<file path="src/rtl/cacheline_adaptor_if.sv">
// Cache-side and memory-side signals of the cacheline adaptor, bundled.
// The slave modport is the adaptor. The master modport is the environment that drives the cache and memory.
interface cacheline_adaptor_if #(
    parameter int BEAT_WIDTH = 64,
    parameter int BEATS      = 4,
    parameter int ADDR_WIDTH = 32
);
    localparam int LINE_WIDTH = BEATS * BEAT_WIDTH;

    logic [LINE_WIDTH-1:0] line_i;
    logic [LINE_WIDTH-1:0] line_o;
    logic [ADDR_WIDTH-1:0] address_i;
    logic                  read_i;
    logic                  write_i;
    logic                  resp_o;
    logic [BEAT_WIDTH-1:0] burst_i;
    logic [BEAT_WIDTH-1:0] burst_o;
    logic [ADDR_WIDTH-1:0] address_o;
    logic                  read_o;
    logic                  write_o;
    logic                  resp_i;

    modport slave (
        input  line_i, address_i, read_i, write_i, burst_i, resp_i,
        output line_o, resp_o, burst_o, address_o, read_o, write_o
    );

    modport master (
        output line_i, address_i, read_i, write_i, burst_i, resp_i,
        input  line_o, resp_o, burst_o, address_o, read_o, write_o
    );
endinterface

</file>
<file path="src/rtl/cacheline_adaptor.sv">
// Splits a cacheline fill or write-back into a BEATS-long burst on the memory bus.
// When the burst completes, the adaptor sends the cache a one-cycle resp_o.
module cacheline_adaptor #(
    parameter int BEAT_WIDTH  = 64,
    parameter int BEATS       = 4,
    parameter int ADDR_WIDTH  = 32,
    parameter int OFFSET_BITS = 5
) (
    input  logic                 clk,
    input  logic                 rst,
    cacheline_adaptor_if.slave   bus
);
    localparam int LINE_WIDTH = BEATS * BEAT_WIDTH;
    localparam int CNT_W      = (BEATS > 1) ? $clog2(BEATS) : 1;

    typedef enum logic [1:0] {IDLE, RD, WR, DONE} state_t;

    state_t                state;
    logic [CNT_W-1:0]      count;
    logic [CNT_W-1:0]      count_nx;
    logic                  last_beat;
    logic [LINE_WIDTH-1:0] line_buf;
    logic [ADDR_WIDTH-1:0] line_addr;

    assign count_nx  = count + 1'b1;
    assign last_beat = (count == CNT_W'(BEATS - 1));
    assign line_addr = {bus.address_i[ADDR_WIDTH-1:OFFSET_BITS], {OFFSET_BITS{1'b0}}};

    // line_buf holds the latched write-back line or the fill being assembled.
    // line_o is only updated on the final read beat, so it holds steady until the next fill completes.
    always_ff @(posedge clk) begin
        if (rst) begin
            state         <= IDLE;
            count         <= '0;
            line_buf      <= '0;
            bus.line_o    <= '0;
            bus.resp_o    <= 1'b0;
            bus.read_o    <= 1'b0;
            bus.write_o   <= 1'b0;
            bus.burst_o   <= '0;
            bus.address_o <= '0;
        end else begin
            case (state)
                IDLE: begin
                    if (bus.read_i) begin
                        state         <= RD;
                        bus.read_o    <= 1'b1;
                        bus.address_o <= line_addr;
                    end else if (bus.write_i) begin
                        state         <= WR;
                        bus.write_o   <= 1'b1;
                        bus.address_o <= line_addr;
                        line_buf      <= bus.line_i;
                        bus.burst_o   <= bus.line_i[BEAT_WIDTH-1:0];
                    end
                end
                RD: begin
                    if (bus.resp_i) begin
                        line_buf[count*BEAT_WIDTH +: BEAT_WIDTH] <= bus.burst_i;
                        if (last_beat) begin
                            state      <= DONE;
                            count      <= '0;
                            bus.read_o <= 1'b0;
                            bus.resp_o <= 1'b1;
                            bus.line_o <= {bus.burst_i, line_buf[LINE_WIDTH-BEAT_WIDTH-1:0]};
                        end else begin
                            count <= count_nx;
                        end
                    end
                end
                WR: begin
                    if (bus.resp_i) begin
                        if (last_beat) begin
                            state       <= DONE;
                            count       <= '0;
                            bus.write_o <= 1'b0;
                            bus.resp_o  <= 1'b1;
                            bus.burst_o <= '0;
                        end else begin
                            count       <= count_nx;
                            bus.burst_o <= line_buf[count_nx*BEAT_WIDTH +: BEAT_WIDTH];
                        end
                    end
                end
                DONE: begin
                    state         <= IDLE;
                    bus.resp_o    <= 1'b0;
                    bus.address_o <= '0;
                end
                default: state <= IDLE;
            endcase
        end
    end
endmodule

</file>
<file path="src/flat_wrapper.sv">
// flat-port wrapper written by rule: the top's interface ports become plain ports
module cacheline_adaptor_flat 
#(
    parameter int BEAT_WIDTH  = 64,
    parameter int BEATS       = 4,
    parameter int ADDR_WIDTH  = 32,
    parameter int OFFSET_BITS = 5
)
  (clk, rst, bus_line_i, bus_address_i, bus_read_i, bus_write_i, bus_burst_i, bus_resp_i, bus_line_o, bus_resp_o, bus_burst_o, bus_address_o, bus_read_o, bus_write_o);
  cacheline_adaptor_if #(.BEAT_WIDTH(BEAT_WIDTH), .BEATS(BEATS), .ADDR_WIDTH(ADDR_WIDTH)) bus_i ();
  input  logic clk;
  input  logic rst;
  input wire logic [$bits(bus_i.line_i)-1:0] bus_line_i;
  input wire logic [$bits(bus_i.address_i)-1:0] bus_address_i;
  input wire logic [$bits(bus_i.read_i)-1:0] bus_read_i;
  input wire logic [$bits(bus_i.write_i)-1:0] bus_write_i;
  input wire logic [$bits(bus_i.burst_i)-1:0] bus_burst_i;
  input wire logic [$bits(bus_i.resp_i)-1:0] bus_resp_i;
  output wire logic [$bits(bus_i.line_o)-1:0] bus_line_o;
  output wire logic [$bits(bus_i.resp_o)-1:0] bus_resp_o;
  output wire logic [$bits(bus_i.burst_o)-1:0] bus_burst_o;
  output wire logic [$bits(bus_i.address_o)-1:0] bus_address_o;
  output wire logic [$bits(bus_i.read_o)-1:0] bus_read_o;
  output wire logic [$bits(bus_i.write_o)-1:0] bus_write_o;
  assign bus_i.line_i = bus_line_i;
  assign bus_i.address_i = bus_address_i;
  assign bus_i.read_i = bus_read_i;
  assign bus_i.write_i = bus_write_i;
  assign bus_i.burst_i = bus_burst_i;
  assign bus_i.resp_i = bus_resp_i;
  assign bus_line_o = bus_i.line_o;
  assign bus_resp_o = bus_i.resp_o;
  assign bus_burst_o = bus_i.burst_o;
  assign bus_address_o = bus_i.address_o;
  assign bus_read_o = bus_i.read_o;
  assign bus_write_o = bus_i.write_o;
  cacheline_adaptor #(.BEAT_WIDTH(BEAT_WIDTH), .BEATS(BEATS), .ADDR_WIDTH(ADDR_WIDTH), .OFFSET_BITS(OFFSET_BITS)) u_core (.clk(clk), .rst(rst), .bus(bus_i));
endmodule
</file>
<file path="config.mk">
export PLATFORM = sky130hd
export DESIGN_NAME = cacheline_adaptor_flat
export DESIGN_NICKNAME = d
export VERILOG_FILES = /design/src/rtl/cacheline_adaptor_if.sv /design/src/rtl/cacheline_adaptor.sv /design/src/flat_wrapper.sv
export SDC_FILE = /design/constraint.sdc
export NUM_CORES = 1
export LEC_CHECK = 0
export BUFFER_PORTS_ARGS = -buffer_cell sky130_fd_sc_hd__buf_2
export CAP_MARGIN = 40
export CORE_AREA = 2 2 280 282
export CTS_BUF_LIST = sky130_fd_sc_hd__clkbuf_16
export DETAILED_ROUTE_END_ITERATION = 8
export DIE_AREA = 0 0 282 284
export PLACE_DENSITY = 0.66
export SLEW_MARGIN = 25
export SYNTH_ARGS = -nofsm -noshare
export SYNTH_HDL_FRONTEND = slang
export SYNTH_SLANG_ARGS = --single-unit
</file>
<file path="constraint.sdc">
create_clock -name clk -period 3.31 [get_ports clk]
set_input_delay 0.1655 -clock clk [delete_from_list [all_inputs] [get_ports clk]]
set_output_delay 0.1655 -clock clk [all_outputs]
set_load 0.005 [all_outputs]
</file>
==> results of run 1 <==
-- final timing paths --
check                                                             end                                   from  slack, ns
worst max-delay path                u_core.line_buf[171]$_SDFFE_PP0P_           u_core.state[1]$_SDFFE_PP0P_       0.21
worst min-delay path            u_core.bus.address_o[14]$_SDFFE_PP0P_                      bus_address_i[14]       0.38
worst max register to register      u_core.line_buf[171]$_SDFFE_PP0P_           u_core.state[1]$_SDFFE_PP0P_       0.21
worst min register to register  u_core.bus.address_o[24]$_SDFFE_PP0P_  u_core.bus.address_o[24]$_SDFFE_PP0P_       0.45
-- registers in the layout (all words and copies together), names as in the netlist --
signal / cells
u_core.bus.burst_o: 64
u_core.bus.write_o: 1
u_core.bus.address_o: 27
u_core.bus.resp_o: 1
u_core.state: 2
u_core.bus.line_o: 256
u_core.count: 2
u_core.line_buf: 256
u_core.bus.read_o: 1
-- placed cells by master, fill, tap and decap left out, types with 2 or more instances in the layout --
cell,n
a21bo_2,2
a21oi_1,289
a221oi_1,64
a2bb2oi_4,3
a311oi_1,132
a311oi_2,60
and4_4,2
buf_12,38
buf_2,700
buf_4,56
bufinv_16,7
clkbuf_16,71
clkinv_1,13
clkinv_16,2
clkinv_2,6
clkinv_8,2
conb_1,5
dfxtp_1,609
diode_2,5
dlygate4sd3_1,492
ha_1,6
ha_2,2
inv_1,86
inv_6,4
mux2i_1,130
nand2_1,932
nand2b_1,2
nand3_1,3
nand3b_1,29
nor2_1,386
nor2b_1,2
nor3_1,192
o21ai_0,3
o22ai_1,64
-- layout make-up --
type	count	area share
Tap cell	1040	0.0341
Multi-Input combinational cell	2325	0.326
Clock inverter	54	0.0132
Antenna cell	5	0.000328
Inverter	70	0.00708
Clock buffer	71	0.0466
Timing Repair Buffer	1288	0.253
Sequential cell	610	0.320
-- cell usage after synthesis (21+ instances only) --
| cell | n | area (sq um) |
|---|---|---|
| nand3b_1 | 29 | 218 |
| a311oi_2 | 60 | 901 |
| a311oi_1 | 132 | 1160 |
| a221oi_1 | 64 | 561 |
| a21oi_1 | 289 | 1450 |
| buf_2 | 107 | 536 |
| mux2i_1 | 130 | 1300 |
| o22ai_1 | 65 | 407 |
| nor2_1 | 386 | 1450 |
| inv_1 | 69 | 259 |
| buf_4 | 21 | 158 |
| nand2_1 | 932 | 3500 |
| nor3_1 | 192 | 961 |
| dfxtp_1 | 610 | 12200 |
| clkbuf_1 | 152 | 571 |
-- cells by family (layout without fill, tap and decap cells) --
group                    after synthesis  after routing
AND/OR/NAND/NOR                     1556           1556
flip-flops                           610            610
AO/OA/AOI/OAI                        625            625
buffers and inverters                372           1483
adder cells (fa/ha/maj)                9              9
other                                  1             10
multiplexers                         130            130
-- through the flow --
step | hold WS [ns] | setup WS, ns
floorplan | 0.301 | 1.17
global placement | 0.435 | 0.616
detailed placement | 0.441 | 0.526
CTS | 0.127 | 0.0269
global route | 0.354 | 0.0543
finish | 0.385 | 0.206
-- timing repair --
item                                    in CTS  in global routing
hold buffers                               491                  1
gates resized for setup                      0                  2
endpoints found under the hold margin      358                 19
endpoints found under the setup margin       0                 77
setup buffers                                0                  3
-- critical path, delay by kind of cell (launching register included) --
kind	cells	cell delay, ns
AO/OA/AOI/OAI	1	0.37
adder cells (fa/ha/maj)	1	0.41
buffers and inverters	3	1.03
flip-flops	1	0.34
AND/OR/NAND/NOR	3	0.90
-- where the power goes --
group          total, mW  leakage, nW  switching (mW)  internal, mW
registers           9.94         4.98            1.08          8.86
clock network       7.84         1.17            3.36          4.48
logic               11.0         9.55            6.53          4.52
-- per-layer routing --
| metal | share of wire | GRT usage |
|---|---|---|
| met3 | 0.084 | 0.0456 |
| met5 | 0 | 0 |
| met1 | 0.39 | 0.328 |
| met4 | 0.055 | 0.154 |
| met2 | 0.47 | 0.431 |
==> summary.md, run 1 <==
| Metric | Value |
|---|---|
| Status | completed |
| Critical path, cell by cell | inv_1 > ha_2 > nor2b_1 > and4_4 > buf_12 > nand2_1 > a311oi_1 > dlygate4sd3_1 |
| Worst vdd ir | 0.594 mV |
| Area of the core | 0.0770 sq mm |
| RSZ-0062 raised after global routing | no |
| GRT overflow | 0 |
| First-pass DRT Iterations | 5 |
| Cell Pwr Density | 756 mW/mm^2 |
| Min Tclk post-route | 3.10 ns |
| Placed cell area | around 0.031 sq mm |
| Max stage delay on crit path | about 0.60 ns |
| Num CTS Buffers | 69 |
| Distinct cells, synth | 41 |
| Largest family of logic cells by synthesized area | simple AND/OR/NAND/NOR gates |
| DP HPWL | 68900 um |
| Ys flop type | dfxtp_1 |
| Final WL | 111000 um |
| Syn Inst Count | 3303 |
| Critical Path Fanout Max | 35 |
| Max-cap violation count | 0 |
| Setup TNS | 0 ns |
| Fraction of layout cells with a size suffix above 1 | 0.220 |
| Die X | between 200 and 300 um |
| Slowest-stage cell, CP | dlygate4sd3_1 |
| Adder-cell area share of the yosys netlist | 0.00431 |
| Area grow syn2layout | 45.9% |
| CTS tree | done |
| Hold Crit Depth | 4 |
| Synthesized area | roughly 0.026 sq mm |
| Largest net degree at the start of global routing | 119 |
| CP Class | reg2reg |
| Clock sinks | 610 |
| Initial core utilization | 0.340 |
| Placed cell count | between 4000 and 5000 |
| Initial antenna violation count | 4 |
| Post-Layout Cell Count | 5463 |
| Filler cells | 6995 |
| Reg area | 0.0122 sq mm |
| Crit share post-route | 0.938 |
| Number of nets in the layout | 4730 |
| Rel. slew slack | 0.544 |
| Worst setup SP type | flip-flop |
| #FFs+latches synth | 610 |
| Vias | 29000 |
| Tightest Hold Check Type | in2reg |
| Reg2Reg Depth | 8 |
| Post-synthesis area per instance | 7.92 sq um |
| Critical Path Sink Type | flip-flop |
| Leak | ~16 nW |
| Asr flop ratio synth | 0 |
| Final Hold Viols | 0 |
| Die Ht | between 200 and 300 um |
| Max-slew violations | 0 |
| Worst-case clock buffer depth | 3 |
| Core Util, Final | 0.496 |
| Post-synthesis compound-gate area fraction | 0.176 |
| First-pass GRT wire length | 166000 um |
| Die ar. | 0.0801 sq mm |
| Area of the multi-input gates | roughly 0.012 sq mm |
| WL/cell | 20.4 um |
| Clock Latency Late Sink | 0.62 ns |
| Pwr Total | 28.8 mW |
| Synth warn | 0 |
| Port bufs | between 700 and 800 |
| Total GRT Usage | 0.265 |
| Routed Antenna Nets | 0 |
| Starting DRT DRC Count | 2675 |
| FMAX | 0.322 GHz |
| Multiplexer area fraction after synthesis | 0.0498 |
| Htree depth | 3 |
| Post-Synth Simple-Gate Area | 0.239 |
| Share of the yosys chip area belonging to registers | 0.467 |
| Clock Root Buffer | clkbuf_16 |
| Req. time, crit path | just under 4 ns |
| DRC Markers | 0 |
| Xor-xnor portion of the synthesized cell area | 0 |
| Post-DR vias/cell | 5.32 |
| Worst-path clk slew | 0.06 ns |
| Row cnt | between 100 and 150 |
| Slew at the pin closest to its max-slew limit | 0.684 ns |
| Final instance area | about 0.038 sq mm |
| Post-synth EDFFs | 0 |
| Crit path DAT | 3.67 ns |
| Final setup vio count | 0 |
| Vias in the first global route | 28500 |
| Gpl congestion | 0.884 |
| Post-Route Skew | roughly 0.028 ns |
| IO Pins | slightly above 700 |
Note: power is estimated with default switching activity, not from simulation.
==> run 2: changes to the inputs <==
--- a/config.mk
+++ b/config.mk
@@ -12,6 +12,7 @@
 export DETAILED_ROUTE_END_ITERATION = 8
 export DIE_AREA = 0 0 282 284
 export PLACE_DENSITY = 0.66
+export RECOVER_POWER = 100
 export SLEW_MARGIN = 25
 export SYNTH_ARGS = -nofsm -noshare
 export SYNTH_HDL_FRONTEND = slang
==> summary.md, run 2 (synthesis gave the netlist of run 1 again) <==
| Metric | Value |
|---|---|
| Total GRT Usage | 0.265 |
| Worst-case clock buffer depth | 3 |
| Commonest non-fill, non-tap cell in the layout | nand2_1 |
| Final WL | 112000 um |
| IO Pins | 712 |
| Slew at the pin closest to its max-slew limit | 1.32 ns |
| Routed Antenna Nets | 0 |
| Filler cells | about 7200 |
| Reg2reg start | u_core.state[1]$_SDFFE_PP0P_ |
| Rel. slew slack | 0.119 |
| Starting DRT DRC Count | 2770 |
| Row cnt | 102 |
| CTS tree | done |
| Max-cap violation count | 0 |
| Post-Route Skew | 0.0294 ns |
| Vias in the first global route | 28500 |
| Htree depth | 3 |
| CP Class | reg2reg |
| Largest net degree at the start of global routing | 119 |
| Clock sinks | 610 |
| GRT overflow | 0 |
| Crit path DAT | 3.66 ns |
| DRC Markers | 0 |
| Initial core utilization | 0.340 |
| Final Hold Viols | 0 |
| Initial antenna violation count | 4 |
| Vias | 29100 |
| Area grow syn2layout | 44.2% |
| Clock Root Buffer | clkbuf_16 |
| First-pass DRT Iterations | 6 |
| Area of the multi-input gates | 0.0124 sq mm |
| Worst Hold Endpoint | u_core.bus.address_o[20]$_SDFFE_PP0P_ |
| Die X | 282 um |
| Hold Crit Depth | 4 |
| Worst-path clk slew | 0.06 ns |
| Reg-to-reg endpoint | u_core.line_buf[171]$_SDFFE_PP0P_ |
| Hold_ws | 0.386 ns |
| Critical Path Sink Type | flip-flop |
| Reg2Reg Depth | 8 |
| Worst vdd ir | 0.587 mV |
| Critical Path Fanout Max | 35 |
| RSZ-0062 raised after global routing | no |
| Cell Pwr Density | 761 mW/mm^2 |
| Leak | 14.5 nW |
| Post-DR vias/cell | 5.33 |
| Area of the core | between 0.07 and 0.08 sq mm |
| Port bufs | 701 |
| Setup TNS | 0 ns |
| Gpl congestion | about 0.88 |
| Worst setup SP type | flip-flop |
| Die Ht | 284 um |
| Reg area | around 0.012 sq mm |
| Final setup vio count | 0 |
| Most frequent cells in the layout | 932 x nand2_1, 609 x dfxtp_1, 492 x dlygate4sd3_1, 438 x buf_2, 386 x nor2_1 |
| FMAX | 0.323 GHz |
| Max-slew violations | 0 |
| Fraction of layout cells with a size suffix above 1 | 0.158 |
| Number of nets in the layout | approximately 4700 |
| Num CTS Buffers | 69 |
| Top Registers | u_core.bus.line_o x256, u_core.line_buf x256, u_core.bus.burst_o x64 |
| Req. time, crit path | about 3.9 ns |
| WL/cell | 20.4 um |
| Min Tclk post-route | between 3 and 4 ns |
| Die ar. | ~0.080 sq mm |
| Clock Latency Late Sink | between 0.6 and 0.7 ns |
| Crit share post-route | 0.935 |
| R2R setup slack | 0.21 ns |
| Tightest Hold Check Type | in2reg |
| DP HPWL | a little under 70000 um |
| Min-delay src | bus_address_i[20] |
| First-pass GRT wire length | between 150000 and 200000 um |
| Status | completed |
## run 2: cell count changes in the layout (fill, tap and decap cells not counted), sizes merged
cell | previous run | this run
clkbuf | 71 | 351
buf | 796 | 516
## run 2: report_power, final
group / internal (mW) / total (mW) / switching (mW)
Sequential: 8.86 / 9.95 / 1.09
Clock: 4.48 / 7.85 / 3.37
Combinational: 4.38 / 10.9 / 6.52
Total: 17.7 / 28.7 / 11.0
## run 2: worst max-delay path by stage
stage,slack [ns],end,start,depth (start not counted)
finish,0.21,u_core.line_buf[171]$_SDFFE_PP0P_,u_core.state[1]$_SDFFE_PP0P_,8
global route,0.06,u_core.line_buf[171]$_SDFFE_PP0P_,u_core.state[1]$_SDFFE_PP0P_,8
CTS,0.03,u_core.line_buf[161]$_SDFFE_PP0P_,u_core.state[1]$_SDFFE_PP0P_,8
detailed placement,0.53,u_core.line_buf[154]$_SDFFE_PP0P_,u_core.state[1]$_SDFFE_PP0P_,7
global placement,0.62,u_core.line_buf[163]$_SDFFE_PP0P_,u_core.state[1]$_SDFFE_PP0P_,7
floorplan,1.17,u_core.line_buf[12]$_SDFFE_PP0P_,u_core.count[0]$_SDFFE_PP0P_,7
## run 2: cell type report
type | count | area share
well taps | 1040 | 0.0345
repair buffers | 1288 | 0.245
multi-input cells | 2325 | 0.329
diodes | 5 | 0.000332
clock buffers | 71 | 0.0471
flip-flops and latches | 610 | 0.324
inverters | 70 | 0.00717
clock inverters | 54 | 0.0133
## run 2: repair_timing
item | 4_1_cts | 5_1_grt
endpoints found under the setup margin | 0 | 77
gates resized for setup | 0 | 2
hold buffers | 491 | 1
setup buffers | 0 | 3
hold endpoints to repair | 358 | 19
## run 2: critical path, cell delays in order (launching register included)
cell and delay (ns):
dfxtp_1 0.34, inv_1 0.11, ha_2 0.41, nor2b_1 0.26
and4_4 0.51, buf_12 0.32, nand2_1 0.12, a311oi_1 0.36
dlygate4sd3_1 0.60
## run 2: per-stage QoR
stage	utilization	cell area (sq um)	total power, mW	setup slack (ns)	std cells
2_1_floorplan	-	26200	16.1	1.17	3307
3_3_place_gp	0.401	30800	19.4	0.616	4836
3_5_place_dp	0.401	30800	19.6	0.526	4836
4_1_cts	0.494	38000	28.6	0.0269	5452
5_1_grt	0.490	37700	30.1	0.0576	5462
6_report	0.490	37700	28.7	0.214	5463
## run 2: per-layer routing
metal  vias to the layer above  GRT usage  wire [um]
li1                      13400          -          -
met1                     13800      0.328      43600
met2                      1592      0.431      52100
met3                       360     0.0456       9650
met4                         0      0.154       6100
met5                         -          0          0
